<file path="config.mk">
export PLATFORM = sky130hd
export DESIGN_NAME = wb_data_unit_flat
export DESIGN_NICKNAME = d
export VERILOG_FILES = /design/src/rtl/cpu_pkg.sv /design/src/rtl/wb_data_unit_if.sv /design/src/rtl/wb_data_unit_load_extend.sv /design/src/rtl/wb_data_unit.sv /design/src/flat_wrapper.sv
export SDC_FILE = /design/constraint.sdc
export NUM_CORES = 1
export LEC_CHECK = 0
export ABC_AREA = 1
export CELL_PAD_IN_SITES_DETAIL_PLACEMENT = 2
export CELL_PAD_IN_SITES_GLOBAL_PLACEMENT = 2
export CORE_MARGIN = 2
export CORE_UTILIZATION = 17
export DETAILED_ROUTE_END_ITERATION = 8
export MAX_ROUTING_LAYER = met4
export PLACE_DENSITY = 0.89
export SETUP_SLACK_MARGIN = 0.2
export SLEW_MARGIN = 10
export SYNTH_ARGS = -nofsm -noshare
export SYNTH_HDL_FRONTEND = slang
export SYNTH_SLANG_ARGS = --single-unit
</file>
<file path="constraint.sdc">
create_clock -name clk -period 2.51 [get_ports clk]
set_input_delay 0.502 -clock clk [delete_from_list [all_inputs] [get_ports clk]]
set_output_delay 0.502 -clock clk [all_outputs]
set_load 0.1 [all_outputs]
</file>
<file path="src/rtl/cpu_pkg.sv">
// rtl/cpu_pkg.sv - shared datapath encodings for the write-back stage
package cpu_pkg;

  typedef enum logic [1:0] {
    LD_WORD = 2'b00,
    LD_HALF = 2'b01,
    LD_BYTE = 2'b10,
    LD_RSVD = 2'b11
  } ld_size_e;

  // MemToReg selector codes
  localparam int SRC_ALU   = 0;
  localparam int SRC_MEM   = 1;
  localparam int SRC_PC4   = 2;
  localparam int SRC_CONST = 3;

  localparam int REG_ZERO  = 0;

endpackage

</file>
<file path="src/rtl/wb_data_unit_if.sv">
// rtl/wb_data_unit_if.sv - write-back request and register-file write port bundle
interface wb_data_unit_if #(
  parameter int DATA_W = 32,
  parameter int N_SRC  = 8,
  parameter int SEL_W  = $clog2(N_SRC),
  parameter int ADDR_W = 5,
  parameter int CNT_W  = 16
);

  logic                    in_valid;
  logic                    in_ready;
  logic [SEL_W-1:0]        sel;
  logic [N_SRC*DATA_W-1:0] src_data;
  logic [1:0]              ld_size;
  logic                    ld_signed;
  logic [1:0]              byte_off;
  logic [ADDR_W-1:0]       wr_addr_in;
  logic                    out_valid;
  logic                    out_ready;
  logic [ADDR_W-1:0]       wr_addr;
  logic [DATA_W-1:0]       wr_data;
  logic [CNT_W-1:0]        wr_count;
  logic                    sel_err;

  modport master (
    output in_valid, sel, src_data, ld_size, ld_signed, byte_off, wr_addr_in, out_ready,
    input  in_ready, out_valid, wr_addr, wr_data, wr_count, sel_err
  );

  modport slave (
    input  in_valid, sel, src_data, ld_size, ld_signed, byte_off, wr_addr_in, out_ready,
    output in_ready, out_valid, wr_addr, wr_data, wr_count, sel_err
  );

endinterface

</file>
<file path="src/rtl/wb_data_unit_load_extend.sv">
// rtl/wb_data_unit_load_extend.sv - little-endian byte/half lane select with sign/zero extension
module load_extend
  import cpu_pkg::*;
#(
  parameter int DATA_W = 32
) (
  input  logic [DATA_W-1:0] rdata,
  input  logic [1:0]        ld_size,
  input  logic              ld_signed,
  input  logic [1:0]        byte_off,
  output logic [DATA_W-1:0] ext
);

  logic [7:0]  byte_lane;
  logic [15:0] half_lane;

  always_comb begin
    byte_lane = rdata[{byte_off, 3'b000} +: 8];
    half_lane = rdata[{byte_off[1], 4'b0000} +: 16];
    case (ld_size)
      LD_BYTE: ext = {{(DATA_W-8){ld_signed & byte_lane[7]}}, byte_lane};
      LD_HALF: ext = {{(DATA_W-16){ld_signed & half_lane[15]}}, half_lane};
      default: ext = rdata;
    endcase
  end

endmodule

</file>
<file path="src/rtl/wb_data_unit.sv">
// rtl/wb_data_unit.sv - registered write-back source mux with one-entry output stage
module wb_data_unit
  import cpu_pkg::*;
#(
  parameter int DATA_W    = 32,
  parameter int N_SRC     = 8,
  parameter int SEL_W     = $clog2(N_SRC),
  parameter int CONST_IDX = SRC_CONST,
  parameter int CONST_VAL = 227,
  parameter int LOAD_IDX  = SRC_MEM,
  parameter int ADDR_W    = 5,
  parameter int CNT_W     = 16
) (
  input  logic          clk,
  input  logic          reset,
  wb_data_unit_if.slave bus
);

  logic [DATA_W-1:0] slot [N_SRC];
  logic [DATA_W-1:0] load_data;
  logic [DATA_W-1:0] result;
  logic              illegal;
  logic              accept;
  logic              drain;
  logic              keep;

  logic              out_valid_q;
  logic [ADDR_W-1:0] wr_addr_q;
  logic [DATA_W-1:0] wr_data_q;
  logic [CNT_W-1:0]  wr_count_q;
  logic              sel_err_q;

  for (genvar k = 0; k < N_SRC; k++) begin : g_slot
    assign slot[k] = bus.src_data[k*DATA_W +: DATA_W];
  end

  load_extend #(.DATA_W(DATA_W)) u_load_extend (
    .rdata     (slot[LOAD_IDX]),
    .ld_size   (bus.ld_size),
    .ld_signed (bus.ld_signed),
    .byte_off  (bus.byte_off),
    .ext       (load_data)
  );

  // Codes above N_SRC-1 only exist when N_SRC is not a power of two
  always_comb begin
    result  = '0;
    illegal = 1'b0;
    if (bus.sel == SEL_W'(CONST_IDX)) begin
      result = DATA_W'(CONST_VAL);
    end else if (bus.sel == SEL_W'(LOAD_IDX)) begin
      result = load_data;
    end else if (int'(bus.sel) < N_SRC) begin
      result = slot[bus.sel];
    end else begin
      illegal = 1'b1;
    end
  end

  assign bus.in_ready = !out_valid_q || bus.out_ready;
  assign accept       = bus.in_valid && bus.in_ready;
  assign drain        = out_valid_q && bus.out_ready;
  assign keep         = bus.wr_addr_in != ADDR_W'(REG_ZERO);

  always_ff @(posedge clk) begin
    if (reset) begin
      out_valid_q <= 1'b0;
      wr_addr_q   <= '0;
      wr_data_q   <= '0;
      wr_count_q  <= '0;
      sel_err_q   <= 1'b0;
    end else begin
      if (drain) begin
        wr_count_q <= wr_count_q + CNT_W'(1);
      end
      if (accept && illegal) begin
        sel_err_q <= 1'b1;
      end
      if (accept && keep) begin
        out_valid_q <= 1'b1;
        wr_addr_q   <= bus.wr_addr_in;
        wr_data_q   <= result;
      end else if (drain) begin
        out_valid_q <= 1'b0;
      end
    end
  end

  assign bus.out_valid = out_valid_q;
  assign bus.wr_addr   = wr_addr_q;
  assign bus.wr_data   = wr_data_q;
  assign bus.wr_count  = wr_count_q;
  assign bus.sel_err   = sel_err_q;

endmodule
</file>
<file path="src/flat_wrapper.sv">
// flat-port wrapper written by rule: the top's interface ports become plain ports
module wb_data_unit_flat import cpu_pkg::*;
#(
  parameter int DATA_W    = 32,
  parameter int N_SRC     = 8,
  parameter int SEL_W     = $clog2(N_SRC),
  parameter int CONST_IDX = SRC_CONST,
  parameter int CONST_VAL = 227,
  parameter int LOAD_IDX  = SRC_MEM,
  parameter int ADDR_W    = 5,
  parameter int CNT_W     = 16
)
  (clk, reset, bus_in_valid, bus_sel, bus_src_data, bus_ld_size, bus_ld_signed, bus_byte_off, bus_wr_addr_in, bus_out_ready, bus_in_ready, bus_out_valid, bus_wr_addr, bus_wr_data, bus_wr_count, bus_sel_err);
  wb_data_unit_if #(.DATA_W(DATA_W), .N_SRC(N_SRC), .SEL_W(SEL_W), .ADDR_W(ADDR_W), .CNT_W(CNT_W)) bus_i ();
  input  logic clk;
  input  logic reset;
  input wire logic [$bits(bus_i.in_valid)-1:0] bus_in_valid;
  input wire logic [$bits(bus_i.sel)-1:0] bus_sel;
  input wire logic [$bits(bus_i.src_data)-1:0] bus_src_data;
  input wire logic [$bits(bus_i.ld_size)-1:0] bus_ld_size;
  input wire logic [$bits(bus_i.ld_signed)-1:0] bus_ld_signed;
  input wire logic [$bits(bus_i.byte_off)-1:0] bus_byte_off;
  input wire logic [$bits(bus_i.wr_addr_in)-1:0] bus_wr_addr_in;
  input wire logic [$bits(bus_i.out_ready)-1:0] bus_out_ready;
  output wire logic [$bits(bus_i.in_ready)-1:0] bus_in_ready;
  output wire logic [$bits(bus_i.out_valid)-1:0] bus_out_valid;
  output wire logic [$bits(bus_i.wr_addr)-1:0] bus_wr_addr;
  output wire logic [$bits(bus_i.wr_data)-1:0] bus_wr_data;
  output wire logic [$bits(bus_i.wr_count)-1:0] bus_wr_count;
  output wire logic [$bits(bus_i.sel_err)-1:0] bus_sel_err;
  assign bus_i.in_valid = bus_in_valid;
  assign bus_i.sel = bus_sel;
  assign bus_i.src_data = bus_src_data;
  assign bus_i.ld_size = bus_ld_size;
  assign bus_i.ld_signed = bus_ld_signed;
  assign bus_i.byte_off = bus_byte_off;
  assign bus_i.wr_addr_in = bus_wr_addr_in;
  assign bus_i.out_ready = bus_out_ready;
  assign bus_in_ready = bus_i.in_ready;
  assign bus_out_valid = bus_i.out_valid;
  assign bus_wr_addr = bus_i.wr_addr;
  assign bus_wr_data = bus_i.wr_data;
  assign bus_wr_count = bus_i.wr_count;
  assign bus_sel_err = bus_i.sel_err;
  wb_data_unit #(.DATA_W(DATA_W), .N_SRC(N_SRC), .SEL_W(SEL_W), .CONST_IDX(CONST_IDX), .CONST_VAL(CONST_VAL), .LOAD_IDX(LOAD_IDX), .ADDR_W(ADDR_W), .CNT_W(CNT_W)) u_core (.clk(clk), .reset(reset), .bus(bus_i));
endmodule
</file>
==> impl_metrics.yaml <==
clock_network:
  tritoncts: "built"
  numCtsBuffers: 5
  postCtsSetupBuffers: 0
  cts.sinks: 54
  cts_root_buffer: "clkbuf_16"
  htreeDepth: 2
  cts_resized: 0
  clk_latency_ns: 0.30
  path_clk_slew_ns: 0.08
  hold_buffers: 0
  cts_max_path_buffers: 2
sta:
  hold_slack_ns: 0.475
  rsz0062_at_grt: "true"
  fin_crit_ns: 2.16
  maxSlewViolCount: 0
  fin_crit_sh: 0.861
  worstMarginPinSlew_ns: 0.654
  skew_ns: 0.00592
  maxSlewHeadroom: 0.563
  finalSetupViolCount: 0
  final.setup.worst_slack_ns: 0.349
  hold_violations: 0
  max_freq_ghz: 0.463
  tns_ns: 0
cells_and_area:
  area_growth_pct: 71.9
  final_nets: 1534
  finish.cell_count_without_fillers: 1654
  fin_area_mm2: 0.00889
  n_fill_cell: 3647
  fin_util: 0.298
  drive_above_1_share: 0.103
logic_synthesis:
  yosys_warnings: 0
  avgSynthCellArea_um2: 5.37
  synth.distinct_cells: 36
  synth-async-reset-ratio: 0
  synthesis.nets: 1239
  synth_seq_area_share: 0.209
  synth_edf_count: 0
  syn_area_mm2: 0.00517
  ys_ff_latch: 54
  ys.flop_type: "dfxtp_1"
  syn-instance-count: 963
global_routing:
  grt_pass1_vias: 8368
  grt_pass1_wl_mm: 48.8
  grt_antenna_before_repair: 4
  gr-usage-met1: 0.232
  grt_util_all_layers: 0.209
  gr-total-overflow: 0
  grt_max_degree: 78
  use_met3: 0.0477
  met2_usage: 0.380
  busiest_layer: "met2"
floorplan:
  die_area_mm2: 0.0318
  initial_utilization: 0.174
  core_mm2: 0.0298
  die_h_um: 178
  rows: 63
  die_w_um: 178
  ios: 329
placed_design:
  post_dp_cell_area_mm2: 0.00870
  dp_slack_ns: 0.0303
  place_inst: 1641
  dp_hpwl_mm: 27.4
  portBuffers: 323
  routabilityCongestion: 0.842
worst_setup_path:
  slowest_delay_ns: 0.49
  r2r_cells: 10
  cp_slowest_cell: "clkdlybuf4s50_1"
  path_class: "in -> reg"
  crit_path_frequent_cell: "inv_1"
  cp_data_required_time_ns: 2.72
  end_kind: "flop"
  startpoint: "bus_ld_size[0]"
  critPathArrivalTime_ns: 2.37
  crit_path_cell_trace: "clkdlybuf4s50_1 > inv_1 > ha_1 > inv_1 > buf_4 > nand2_1 > o21ai_0 > nand3_1 > nand2_1 > inv_1"
  path_max_fanout: 9
  rr_startpoint: "u_core.bus.out_valid"
  r2r_end: "u_core.bus.wr_count[15]"
  endpoint: "u_core.bus.wr_data[6]"
  ff2ff_setup_slack_ns: 0.81
  start_kind: "input pin"
drt:
  vias: 7647
  via_per_inst: 4.62
  wl_mm: 33.0
  drt_iter0_markers: 284
  route.detailed.drc: 0
  drt.antenna.violating_nets: 0
  firstDrtPassIters: 4
  wl_per_cell_um: 20.0
power:
  total_power_mw: 3.52
  vdd_ir_drop_max_mv: 0.263
  leakage_nw: 3.83
  p_per_area_mw_per_mm2: 396
flow_run:
  maxCapViolCount: 0
min_path:
  hold_class: "reg -> reg"
status:
  status: "finished, final reports clean"
==> registers in the layout, indices dropped and copies added (netlist names) <==
name                  flops
u_core.bus.wr_count      16
u_core.bus.wr_data       32
u_core.bus.out_valid      1
u_core.bus.wr_addr        5
==> cell type report <==
class | instances | area, µm² | share of cell area
Sequential cell | 54 | 1080 | 0.122
Timing Repair Buffer | 355 | 3370 | 0.379
Multi-Input combinational cell | 789 | 3560 | 0.401
Clock inverter | 3 | 48.8 | 0.00549
Inverter | 53 | 203 | 0.0228
Tap cell | 390 | 488 | 0.0549
Clock buffer | 5 | 125 | 0.0141
Antenna cell | 5 | 12.5 | 0.00141
==> worst min path at each step <==
stage	from	end	slack, ns	cells after the start
finish	u_core.bus.wr_data[4]	u_core.bus.wr_data[4]	0.48	2
global route	u_core.bus.wr_data[4]	u_core.bus.wr_data[4]	0.50	2
CTS	u_core.bus.wr_addr[2]	u_core.bus.wr_addr[2]	0.47	2
detailed placement	u_core.bus.wr_addr[2]	u_core.bus.wr_addr[2]	0.46	2
global placement	u_core.bus.wr_addr[3]	u_core.bus.wr_addr[3]	0.45	2
floorplan	bus_wr_addr_in[2]	u_core.bus.wr_addr[2]	0.65	2
==> worst max-delay path, delay by kind of cell <==
family,cells,cell delay (ns)
buffers and inverters,5,1.00
adder cells (fa/ha/maj),1,0.30
AO/OA/AOI/OAI,1,0.30
AND/OR/NAND/NOR,3,0.26
==> synthesized netlist by cell type (2+ instances only) <==
master | instances | area share
nand2_1 | 381 | 0.28
a21oi_1 | 110 | 0.11
nand3_1 | 98 | 0.095
o21ai_0 | 71 | 0.069
nor2_1 | 63 | 0.046
dfxtp_1 | 54 | 0.21
inv_1 | 47 | 0.034
buf_2 | 33 | 0.032
clkbuf_1 | 22 | 0.016
nor3_1 | 13 | 0.013
or2_2 | 13 | 0.016
o211ai_1 | 8 | 0.012
buf_4 | 6 | 0.0087
inv_2 | 5 | 0.0036
o221ai_1 | 5 | 0.0085
buf_1 | 4 | 0.0029
ha_1 | 3 | 0.0073
nand4_1 | 3 | 0.0036
buf_6 | 2 | 0.0044
nand2_2 | 2 | 0.0024
nand2_4 | 2 | 0.0044
nor2_4 | 2 | 0.0044
o21a_1 | 2 | 0.0029
o22ai_1 | 2 | 0.0024
==> kinds of logic (layout without fill, tap and decap cells) <==
group / Yosys count / after routing / share of synthesized area
other: 1 / 6 / 0.000725
xor gates and xnor gates: 1 / 1 / 0.00169
and+or+nand+nor: 582 / 582 / 0.472
AOI/OAI and AO/OA: 202 / 202 / 0.207
adders and majority gates: 3 / 3 / 0.00726
buffers and inverters: 120 / 416 / 0.103
DFF: 54 / 54 / 0.209
==> power breakdown <==
part | internal (mW) | switching [mW] | total (mW)
clock | 0.480 | 0.373 | 0.853
sequential | 0.910 | 0.0311 | 0.942
combinational | 0.678 | 1.05 | 1.72
==> per-layer routing <==
| layer | routed length (µm) | up-vias |
|---|---|---|
| li1 | - | 3731 |
| met1 | 13600 | 3661 |
| met2 | 16700 | 228 |
| met3 | 2190 | 27 |
| met4 | 568 | 0 |
| met5 | 0 | - |
==> cells in the final DEF (no fill, tap or decap), types with 2 or more instances in the layout <==
cell	count
a21oi_1	110
buf_12	3
buf_4	85
clkbuf_16	5
clkdlybuf4s50_1	266
dfxtp_1	52
dfxtp_2	2
diode_2	5
ha_1	3
inv_1	47
inv_2	4
nand2_1	380
nand2_2	3
nand2_4	2
nand3_1	98
nand4_1	3
nor2_1	63
nor2_4	2
nor3_1	13
o211ai_1	8
o21a_1	2
o21ai_0	71
o221ai_1	5
o22ai_1	2
or2_2	13
Power figures use the tool's default switching activity.
